## config.mk

```make
export PLATFORM = sky130hd
export DESIGN_NAME = alu_arbiter
export DESIGN_NICKNAME = d
export VERILOG_FILES = /design/src/rtl/alu_arbiter.sv
export SDC_FILE = /design/constraint.sdc
export NUM_CORES = 1
export LEC_CHECK = 0
export BUFFER_PORTS_ARGS = -buffer_cell sky130_fd_sc_hd__buf_2
export CORE_MARGIN = 2
export CORE_UTILIZATION = 44
export DETAILED_ROUTE_END_ITERATION = 8
export HOLD_SLACK_MARGIN = 0.1
export PLACE_DENSITY = 0.85
export REMOVE_ABC_BUFFERS = 1
export SLEW_MARGIN = 10
export SYNTH_ARGS = -nofsm -noshare
export SYNTH_HDL_FRONTEND = slang
export SYNTH_SLANG_ARGS = --single-unit
```

## constraint.sdc

```tcl
create_clock -name clk -period 1.95 [get_ports clk]
set_input_delay 0.2925 -clock clk [delete_from_list [all_inputs] [get_ports clk]]
set_output_delay 0.2925 -clock clk [all_outputs]
set_load 0.02 [all_outputs]
```

## src/rtl/alu_arbiter.sv

```systemverilog
// Shares one pipelined ALU among NUM_REQ requesters: grant, S1 issue register, S2 result tag.
// Define ALU_ARB_RR_EN for round-robin arbitration; otherwise the lowest index wins.
module alu_arbiter #(
  parameter int NUM_REQ   = 4,
  parameter int DATA_BITS = 8
) (
  input  logic                           clk,
  input  logic                           reset,
  input  logic                           enable,
  input  logic [NUM_REQ-1:0]             req_valid,
  input  logic [2*NUM_REQ-1:0]           req_arith_mux,
  input  logic [NUM_REQ-1:0]             req_output_mux,
  input  logic [DATA_BITS*NUM_REQ-1:0]   req_rs,
  input  logic [DATA_BITS*NUM_REQ-1:0]   req_rt,
  output logic [NUM_REQ-1:0]             req_ready,
  output logic [NUM_REQ-1:0]             resp_valid,
  output logic [DATA_BITS-1:0]           resp_data,
  output logic                           alu_enable,
  output logic [2:0]                     alu_core_state,
  output logic [1:0]                     alu_arithmetic_mux,
  output logic                           alu_output_mux,
  output logic [DATA_BITS-1:0]           alu_rs,
  output logic [DATA_BITS-1:0]           alu_rt,
  input  logic [DATA_BITS-1:0]           alu_out,
  output logic                           busy,
  output logic [15:0]                    grant_count
);

  localparam int ID_W = $clog2(NUM_REQ);

  logic                 found;
  logic                 accept;
  logic [ID_W-1:0]      gid;
  logic [ID_W-1:0]      scan_base;

  logic                 vld_p1;
  logic [ID_W-1:0]      id_p1;
  logic [1:0]           arith_p1;
  logic                 omux_p1;
  logic [DATA_BITS-1:0] rs_p1;
  logic [DATA_BITS-1:0] rt_p1;
  logic                 vld_p2;
  logic [ID_W-1:0]      id_p2;
  logic [15:0]          count;

  function automatic logic [15:0] sat_inc(input logic [15:0] v);
    return (v == 16'hFFFF) ? v : v + 16'd1;
  endfunction

`ifdef ALU_ARB_RR_EN
  logic [ID_W-1:0] ptr;
  assign scan_base = ptr;
`else
  assign scan_base = '0;
`endif

  // Grant: scan from scan_base (0 in fixed-priority builds), first valid requester wins
  always_comb begin
    int idx;
    idx   = 0;
    found = 1'b0;
    gid   = '0;
    for (int k = 0; k < NUM_REQ; k++) begin
      idx = (int'(scan_base) + k) % NUM_REQ;
      if (!found && req_valid[idx]) begin
        found = 1'b1;
        gid   = ID_W'(idx);
      end
    end
  end

  assign accept    = found & enable & ~reset;
  assign req_ready = accept ? (NUM_REQ'(1) << gid) : '0;

  // ---- S1 issue / S2 result stage boundaries ----
  always_ff @(posedge clk) begin
    if (reset) begin
      vld_p1   <= 1'b0;
      id_p1    <= '0;
      arith_p1 <= '0;
      omux_p1  <= 1'b0;
      rs_p1    <= '0;
      rt_p1    <= '0;
      vld_p2   <= 1'b0;
      id_p2    <= '0;
      count    <= '0;
`ifdef ALU_ARB_RR_EN
      ptr      <= '0;
`endif
    end else begin
      vld_p1 <= accept;
      if (accept) begin
        id_p1    <= gid;
        arith_p1 <= req_arith_mux[2*gid +: 2];
        omux_p1  <= req_output_mux[gid];
        rs_p1    <= req_rs[DATA_BITS*gid +: DATA_BITS];
        rt_p1    <= req_rt[DATA_BITS*gid +: DATA_BITS];
        count    <= sat_inc(count);
`ifdef ALU_ARB_RR_EN
        ptr      <= (gid == ID_W'(NUM_REQ-1)) ? '0 : gid + ID_W'(1);
`endif
      end
      vld_p2 <= vld_p1;
      id_p2  <= id_p1;
    end
  end

  // S1 operands stay put between grants, so the ALU inputs hold while idle
  assign alu_enable         = vld_p1;
  assign alu_core_state     = vld_p1 ? 3'b101 : 3'b000;
  assign alu_arithmetic_mux = arith_p1;
  assign alu_output_mux     = omux_p1;
  assign alu_rs             = rs_p1;
  assign alu_rt             = rt_p1;

  assign resp_valid  = vld_p2 ? (NUM_REQ'(1) << id_p2) : '0;
  assign resp_data   = alu_out;
  assign busy        = vld_p1 | vld_p2;
  assign grant_count = count;

endmodule
```

==> results of run 1 <==
## power by group through the flow
| stage | clock network [W] | registers [W] | logic [W] |
|---|---|---|---|
| after floorplan | 0 | 0.000975 | 0.000178 |
| after global routing | 0.000702 | 0.000911 | 0.000497 |
| after global placement | 0 | 0.000923 | 0.000442 |
| final | 0.000650 | 0.000906 | 0.000457 |
| after CTS | 0.000665 | 0.000906 | 0.000456 |
| after detailed placement | 0 | 0.000925 | 0.000454 |
## worst register-to-register path: cells and delay by family, from the launching register on
family / cells / cell delay, ns
simple gates: 3 / 0.75
flops: 1 / 0.42
mux: 1 / 0.33
fa+ha+maj: 1 / 0.22
## metal layers
layer | track usage | share of wire | vias up
met5 | 0 | 0 | -
met3 | 0.0775 | 0.086 | 14
met4 | 0.0949 | 0.018 | 0
li1 | - | - | 1402
met2 | 0.411 | 0.49 | 151
met1 | 0.296 | 0.41 | 1360
## area by class of cell
type | instances | area [sq um] | area share
clock inverter | 2 | 35.0 | 0.0104
tap | 72 | 90.1 | 0.0267
multi-input combinational | 215 | 1460 | 0.434
clock buffer | 5 | 68.8 | 0.0204
timing repair buffer | 146 | 798 | 0.237
inverter | 26 | 97.6 | 0.0289
sequential | 41 | 821 | 0.243
## cell families after synthesis
group | Yosys count | synth area share
other | 1 | 0.00146
multiplexers | 7 | 0.0303
AO/OA/AOI/OAI | 89 | 0.275
AND/OR/NAND/NOR | 117 | 0.251
buffers and inverters | 61 | 0.117
flip-flops | 41 | 0.320
adder cells (fa/ha/maj) | 1 | 0.00488
## state kept, by name, summed over array words and instances (netlist names)
| signal | cells |
|---|---|
| alu_arithmetic_mux | 2 |
| vld_p2 | 1 |
| alu_enable | 1 |
| grant_count | 16 |
| alu_rt | 8 |
| id_p1 | 2 |
| id_p2 | 2 |
| alu_output_mux | 1 |
| alu_rs | 8 |
## cell usage after synthesis (2+ instances only)
library cell and instances:
nand2_1 47, dfxtp_1 41, o211ai_1 38, inv_1 26, nand3_1 24, a32o_1 19, buf_4 13, clkbuf_1 12
a21oi_1 10, buf_2 6, nor2b_1 6, nor2_1 5, and3_1 4, mux2i_1 4, o21ai_0 4, o41ai_1 4
o31ai_1 3, or4_1 3, or4b_1 3, a2111oi_0 2, and4_1 2, buf_1 2, buf_6 2, nand4_1 2
nor3_1 2, nor4_1 2, nor4_2 2
## final timing paths
path / startpoint / to / slack, ns / depth (start not counted)
worst max-delay path: grant_count[1] / grant_count[14] / 0.12 / 5
worst min register to register: alu_rt[2] / alu_rt[2] / 0.46 / 1
worst max register to register: grant_count[1] / grant_count[14] / 0.12 / 5
worst min-delay path: reset / grant_count[2] / 0.30 / 2
## through the flow
step | power, W | worst slack, ns | hold slack [ns]
5_1_grt | 0.00211 | 0.0171 | 0.285
3_3_place_gp | 0.00137 | 0.100 | 0.427
6_report | 0.00201 | 0.120 | 0.304
2_1_floorplan | 0.00115 | -0.336 | 0.359
3_5_place_dp | 0.00138 | 0.0261 | 0.440
4_1_cts | 0.00203 | 0.0521 | 0.291
## what timing repair did
item | 4_1_cts | 5_1_grt
resized for setup | 0 | 5
hold buffers | 0 | 0
endpoints found under the setup margin | 0 | 8
endpoints found under the hold margin | 0 | 0
==> results.py, run 1 <==
metrics = {
    "critical_path": {
        "worstPathRequired_ns": 2.13,
        "crit_type": "reg -> reg",
        "crit_chain": "ha_1 > and3_2 > nand3_4 > nor4_2 > mux2_4",
        "arrival_ns": 2.01,
        "crit_fanout": 11,
        "critical-path-top-delay-family": "simple AND/OR/NAND/NOR gates",
        "startpoint_type": "register",
        "critPathCaptureType": "register",
        "crit_slowest_cell": "dfxtp_1",
        "crit_buf_inv": 0,
        "crit_path_max_incr_delay_ns": 0.42,
    },
    "synth": {
        "synthTopCellsByArea": "dfxtp_1 32%, o211ai_1 11%, a32o_1 7.4%, nand2_1 6.9%, nand3_1 4.7%",
        "yosysTopAreaCellShare": 0.320,
        "synth_flop_cell": "dfxtp_1",
        "syn_inst": 317,
        "synth-seq-area-share": 0.320,
        "synth_area_sq_um": 2560,
        "yosysTopAreaCell": "dfxtp_1",
        "synth_seq_cells": 41,
        "async_reset_ff_frac": 0,
        "synth_edf_count": 0,
        "synth_area_per_cell_sq_um": 8.08,
        "synth.distinct_cells": 56,
        "yosysWarnings": 0,
    },
    "floorplan": {
        "die_h_um": 80.3,
        "die-area_sq_um": 6450,
        "die_w_um": 80.3,
        "start_util": 0.459,
        "io_pins": 147,
        "coreArea_sq_um": 5570,
        "rows": 27,
    },
    "global_routing": {
        "overflow": 0,
        "grt_pass1_wl_um": 12700,
        "track_usage": 0.247,
        "antenna_found_initial": 0,
        "grt_pass1_vias": 2789,
        "grt_max_degree": 34,
    },
    "timing": {
        "fin_crit_sh": 0.939,
        "tightestPinTransition_ns": 0.683,
        "fin_setup_tns_ns": 0,
        "max_clock_freq_mhz": 546,
        "rsz0062_at_grt": "false",
        "hold_viol": 0,
        "min_period_ns": 1.83,
        "setup_viol": 0,
        "finalClockSkew_ns": 0.00873,
        "drv_slew": 0,
        "slew_headroom": 0.544,
    },
    "layout": {
        "final_area_sq_um": 3370,
        "insertedDiodeCount": 0,
        "instances_no_fill": 507,
        "fin_nets": 527,
        "area_growth_pct": 31.8,
        "final_cell_mix": "129 x buf_2, 47 x nand2_1, 41 x dfxtp_1",
        "post-route-util": 0.605,
        "fill_cells": 509,
        "layout-drive-gt1-share": 0.395,
        "final_common_cell": "buf_2",
    },
    "pwr": {
        "pwr-share-seq": 0.450,
        "p_leak_nw": 1.56,
        "netSwitchingPower_w": 0.000564,
        "p_clk_frac": 0.323,
        "p_sw_frac": 0.280,
        "p_int_w": 0.00145,
        "vdd_ir_drop_max_mv": 0.453,
        "comb_power_share": 0.227,
        "power_density_nw_per_um2": 596,
    },
    "routing": {
        "route.detailed.drc": 0,
        "totalWireLength_um": 7890,
        "routedWlPerCell_um": 15.6,
        "dr.pass1.iters": 5,
        "ant_nets": 0,
        "routed_via_density": 5.77,
        "drt_iter0_markers": 150,
        "vias": 2927,
    },
    "clock_network": {
        "root_buffer": "clkbuf_8",
        "cts_sinks": 41,
        "insertion_delay_ns": 0.29,
        "cts_tree": "built",
        "postCtsSetupBuffers": 0,
        "cts_made_buffers": 5,
        "clk_pin_slew_ns": 0.08,
        "cts_buffer_depth": 2,
        "cts_max_level": 2,
    },
    "flow_run": {
        "max_cap_viol_count": 0,
    },
    "placement": {
        "port_buffers": 129,
        "place_area_sq_um": 3250,
        "dp.cells": 500,
        "place_congestion": 0.842,
        "dp_hpwl_um": 5860,
    },
    "status": {
        "status": "finished clean",
    },
    "worst_hold_path": {
        "hold_path_class": "in -> reg",
    },
}
No activity file was read; power rests on OpenSTA's default activity.
==> run 2, diff against run 1 <==
--- a/config.mk
+++ b/config.mk
@@ -11,7 +11,6 @@
 export DETAILED_ROUTE_END_ITERATION = 8
 export HOLD_SLACK_MARGIN = 0.1
 export PLACE_DENSITY = 0.85
-export REMOVE_ABC_BUFFERS = 1
 export SLEW_MARGIN = 10
 export SYNTH_ARGS = -nofsm -noshare
 export SYNTH_HDL_FRONTEND = slang
==> constraint.sdc (replaced) <==
create_clock -name clk -period 1.95 [get_ports clk]
set_input_delay 0.2925 -clock clk [delete_from_list [all_inputs] [get_ports clk]]
set_output_delay 0.2925 -clock clk [all_outputs]
set_load 0.05 [all_outputs]
==> run 2 against run 1 <==
Effect of this change: utilization up 0.43 points; sequential power about the same; global-route usage down 1.8 points; maximum frequency up 1.4%; non-clock buffer count down 1; combinational power up 21%; via count down 1.9%; critical path depth up 1; clock power up 7.5%; critical path type unchanged; largest cell class unchanged; highest routed layer unchanged.
==> results.py, run 2 (same netlist as run 1, synthesis figures left out) <==
metrics = {
    "timing": {
        "drv_slew": 0,
        "setup_viol": 0,
        "whs_ns": 0.299,
        "min_period_ns": 1.80,
        "rsz0062_at_grt": "false",
        "fin_crit_sh": 0.925,
        "hold_viol": 0,
        "tightestPinTransition_ns": 0.477,
        "max_clock_freq_mhz": 554,
        "slew_headroom": 0.674,
        "fin_setup_tns_ns": 0,
        "finalClockSkew_ns": 0.00677,
    },
    "global_routing": {
        "grt_max_degree": 39,
        "track_usage": 0.229,
        "overflow": 0,
        "antenna_found_initial": 0,
        "grt_pass1_vias": 2696,
        "grt_pass1_wl_um": 11800,
    },
    "layout": {
        "final_cell_mix": "129 x buf_2, 47 x nand2_1, 38 x o211ai_1",
        "area_growth_pct": 32.7,
        "final_area_sq_um": 3400,
        "largest_reg_flops": 16,
        "ff_latch_area_sq_um": 833,
        "insertedDiodeCount": 0,
        "layout-drive-gt1-share": 0.416,
        "instances_no_fill": 507,
        "multiInputGateArea_sq_um": 1460,
        "fill_cells": 509,
        "final_common_cell": "buf_2",
        "fin_nets": 526,
    },
    "routing": {
        "wl_met2_um": 3650,
        "vias": 2870,
        "routedWlPerCell_um": 14.5,
        "top_layer": "met4",
        "route.met3.wl_um": 510,
        "totalWireLength_um": 7360,
        "route.detailed.drc": 0,
        "ant_nets": 0,
        "drt_iter0_markers": 129,
        "dr.pass1.iters": 4,
        "routed_via_density": 5.66,
        "met1Wirelength_um": 3050,
    },
    "clock_network": {
        "postCtsSetupBuffers": 0,
        "clk_pin_slew_ns": 0.08,
        "cts_max_level": 2,
        "root_buffer": "clkbuf_8",
        "insertion_delay_ns": 0.28,
        "cts_sinks": 41,
        "cts_buffer_depth": 2,
        "cts_tree": "built",
        "ctsHoldBuffers": 0,
        "cts_resized": 0,
        "cts_made_buffers": 5,
    },
    "pwr": {
        "p_leak_nw": 1.57,
        "vdd_ir_drop_max_mv": 0.377,
        "power_density_nw_per_um2": 635,
    },
    "worst_hold_path": {
        "hold_path_class": "in -> reg",
    },
    "placement": {
        "place_area_sq_um": 3280,
        "place_congestion": 0.843,
        "port_buffers": 129,
        "dp.cells": 499,
        "dp_hpwl_um": 5460,
    },
    "floorplan": {
        "die-area_sq_um": 6450,
        "die_h_um": 80.3,
        "die_w_um": 80.3,
        "coreArea_sq_um": 5570,
        "io_pins": 147,
        "start_util": 0.459,
        "rows": 27,
    },
    "flow_run": {
        "max_cap_viol_count": 0,
    },
    "synth": {
        "synth_fp_nets": 409,
    },
    "critical_path": {
        "worstPathRequired_ns": 2.16,
        "arrival_ns": 2.02,
        "startpoint_type": "register",
        "crit_fanout": 9,
        "crit_type": "reg -> reg",
        "critPathCaptureType": "register",
    },
    "status": {
        "status": "finished clean",
    },
}
-- run 2: worst max-delay path, cell delays in order (launching register included) --
cell and delay, ns:
dfxtp_2 0.38, ha_1 0.20, and3_1 0.31, nand3_2 0.14
buf_4 0.18, or4_1 0.39, a21oi_1 0.14
-- run 2: stage by stage --
step | power [W] | utilization | worst slack [ns]
3_5_place_dp | 0.00148 | 0.588 | 0.156
2_1_floorplan | 0.00133 | - | 0.0195
6_report | 0.00216 | 0.610 | 0.145
5_1_grt | 0.00226 | 0.610 | 0.00909
4_1_cts | 0.00218 | 0.609 | 0.132
3_3_place_gp | 0.00146 | 0.588 | 0.202
-- run 2: cell type report --
class,instances,share of cell area
Clock buffer,7,0.0254
Clock inverter,1,0.00884
Inverter,26,0.0287
Multi-Input combinational cell,215,0.429
Sequential cell,41,0.245
Tap cell,72,0.0265
Timing Repair Buffer,145,0.236
-- run 2: per-layer routing --
| layer | vias up | global-route usage |
|---|---|---|
| met5 | - | 0 |
| met1 | 1322 | 0.262 |
| met3 | 18 | 0.0528 |
| met4 | 0 | 0.0847 |
| li1 | 1399 | - |
| met2 | 131 | 0.412 |
-- run 2: power breakdown --
part           switching, W  internal [W]
sequential        0.0000266      0.000882
combinational      0.000355      0.000196
clock              0.000282      0.000417
-- run 2: path summary, 6_finish.rpt --
check	from	to	slack, ns	cells past startpoint
max	grant_count[0]	grant_count[6]	0.15	6
min	reset	id_p2[1]	0.30	2
max reg2reg	grant_count[0]	grant_count[6]	0.15	6
min reg2reg	id_p1[1]	id_p2[1]	0.44	2
==> run 3, diff against run 2 <==
--- a/config.mk
+++ b/config.mk
@@ -11,7 +11,7 @@
 export DETAILED_ROUTE_END_ITERATION = 8
 export HOLD_SLACK_MARGIN = 0.1
 export PLACE_DENSITY = 0.85
-export SLEW_MARGIN = 10
+export SLEW_MARGIN = 20
 export SYNTH_ARGS = -nofsm -noshare
 export SYNTH_HDL_FRONTEND = slang
 export SYNTH_SLANG_ARGS = --single-unit
==> constraint.sdc (replaced) <==
create_clock -name clk -period 1.95 [get_ports clk]
set_input_delay 0.585 -clock clk [delete_from_list [all_inputs] [get_ports clk]]
set_output_delay 0.585 -clock clk [all_outputs]
set_load 0.05 [all_outputs]
==> run 3 against run 2 <==
Effect of this change: global-route usage is 1.1 points higher; the flow now finishes with violations (setup timing); sequential share of layout area shrank 1.5 points; clock power up 3%; non-clock buffer count is 18 higher; first-iteration DRC count grew 15%; power up 3.1%; final area rose by 6.5%; sequential power increased by 0.4%; clock skew is 0.0023 ns higher.
==> results.py, run 3 (same netlist as run 1, synthesis figures left out) <==
metrics = {
    "layout": {
        "largest_reg_flops": 16,
        "fin_nets": 544,
        "final_common_cell": "buf_2",
        "insertedDiodeCount": 0,
        "final_area_sq_um": 3620,
        "area_growth_pct": 41.3,
        "ff_latch_area_sq_um": 833,
        "layout-drive-gt1-share": 0.453,
        "multiInputGateArea_sq_um": 1500,
        "fill_cells": 489,
        "instances_no_fill": 525,
        "final_cell_mix": "123 x buf_2, 47 x nand2_1, 38 x o211ai_1",
    },
    "critical_path": {
        "startpoint_type": "input pin",
        "regToRegSetupSlack_ns": 0.10,
        "critPathCaptureType": "primary output",
        "crit-reg2reg-launch": "grant_count[0]",
        "crit_type": "in -> out",
        "worstSetupStartpoint": "req_valid[0]",
        "arrival_ns": 1.52,
        "rr_worst_depth": 5,
        "crit_fanout": 2,
        "r2r-end": "grant_count[7]",
        "worstPathRequired_ns": 1.36,
    },
    "placement": {
        "place_congestion": 0.818,
        "place_ws_ns": -0.235,
        "port_buffers": 129,
        "dp_hpwl_um": 5930,
        "dp.cells": 516,
        "place_area_sq_um": 3440,
    },
    "status": {
        "status": "complete, but fails checks",
        "violations": "setup timing",
    },
    "worst_hold_path": {
        "holdPathStages": 2,
        "holdPathEnd": "id_p2[1]",
        "min-delay-start": "id_p1[1]",
        "hold_path_class": "reg -> reg",
    },
    "global_routing": {
        "track_usage": 0.240,
        "antenna_found_initial": 0,
        "grt_pass1_wl_um": 12500,
        "overflow": 0,
        "grt_pass1_vias": 2784,
        "grt_max_degree": 34,
    },
    "timing": {
        "setup_viol": 1,
        "whs_ns": 0.455,
        "final.setup.worst_slack_ns": -0.157,
        "tightestPinTransition_ns": 0.531,
        "rsz0062_at_grt": "true",
        "fin_crit_sh": 1.08,
        "min_period_ns": 2.11,
        "max_clock_freq_mhz": 475,
        "drv_slew": 0,
        "slew_headroom": 0.643,
        "finalClockSkew_ns": 0.00909,
        "hold_viol": 0,
    },
    "floorplan": {
        "rows": 27,
        "start_util": 0.459,
        "die-area_sq_um": 6450,
        "io_pins": 147,
        "die_h_um": 80.3,
        "die_w_um": 80.3,
        "coreArea_sq_um": 5570,
    },
    "clock_network": {
        "cts_buffer_depth": 2,
        "cts_max_level": 2,
        "cts_sinks": 41,
        "cts_tree": "built",
        "ctsHoldBuffers": 0,
        "insertion_delay_ns": 0.29,
        "root_buffer": "clkbuf_8",
        "cts_made_buffers": 5,
        "clk_pin_slew_ns": 0.09,
    },
    "pwr": {
        "netSwitchingPower_w": 0.000699,
        "p_leak_nw": 1.68,
        "p_int_w": 0.00153,
        "p_clk_frac": 0.322,
        "pwr-share-seq": 0.410,
        "power_density_nw_per_um2": 615,
        "p_sw_frac": 0.314,
        "comb_power_share": 0.268,
        "vdd_ir_drop_max_mv": 0.514,
    },
    "routing": {
        "totalWireLength_um": 7890,
        "drt_iter0_markers": 148,
        "routedWlPerCell_um": 15.0,
        "route.detailed.drc": 0,
        "ant_nets": 0,
        "routed_via_density": 5.66,
        "vias": 2970,
        "dr.pass1.iters": 4,
    },
    "flow_run": {
        "max_cap_viol_count": 0,
    },
    "synth": {
        "synth_fp_nets": 409,
    },
}
[run 3: cell types whose count changed in the layout (fill, tap and decap cells not counted), moves of 2 or more]
cell / change
buf_6: +7
buf_2: -6
buf_4: +15
nor2_1: -2
and3_1: -2
nor3_4: +2
[run 3: worst max path at each step]
stage | end | slack (ns)
after floorplan | req_ready[2] | -0.11
after global placement | req_ready[2] | -0.21
final | req_ready[2] | -0.16
after global routing | req_ready[2] | -0.18
after detailed placement | req_ready[2] | -0.24
after CTS | req_ready[2] | -0.18
[run 3: power groups by stage]
stage          clock network (W)  registers (W)  logic (W)
3_3_place_gp                   0       0.000928   0.000573
2_1_floorplan                  0        0.00106   0.000280
6_report                0.000718       0.000912   0.000596
4_1_cts                 0.000723       0.000912   0.000591
3_5_place_dp                   0       0.000931   0.000584
5_1_grt                 0.000757       0.000918   0.000642
[run 3: metal layers]
layer  routed length, um  track usage
met5                   0            0
met3                 503       0.0506
met1                3340        0.289
met4                 129       0.0678
met2                3920        0.428
[run 3: cell type report]
type	instances	share of cell area
clock inverters	1	0.00830
inverters	26	0.0270
clock buffers	7	0.0239
multi-input cells	215	0.413
repair buffers	163	0.273
well taps	72	0.0249
flip-flops and latches	41	0.230
[run 3: timing repair]
action,CTS,global route
resized for setup,8,8
setup buffers,1,0
endpoints found under the setup margin,2,7
pin swaps,3,3
[run 3: worst max-delay path: stages]
cell and delay [ns]:
buf_6 0.10, or4_4 0.55, nand2_4 0.09, nor3_4 0.04, buf_6 0.16
[run 3: through the flow]
stage,util,total power [W],TNS (ns)
floorplan,-,0.00134,-0.113
global placement,0.616,0.00150,-2.12
detailed placement,0.616,0.00151,-3.32
CTS,0.644,0.00223,-0.178
global route,0.649,0.00232,-0.198
finish,0.649,0.00223,-0.157
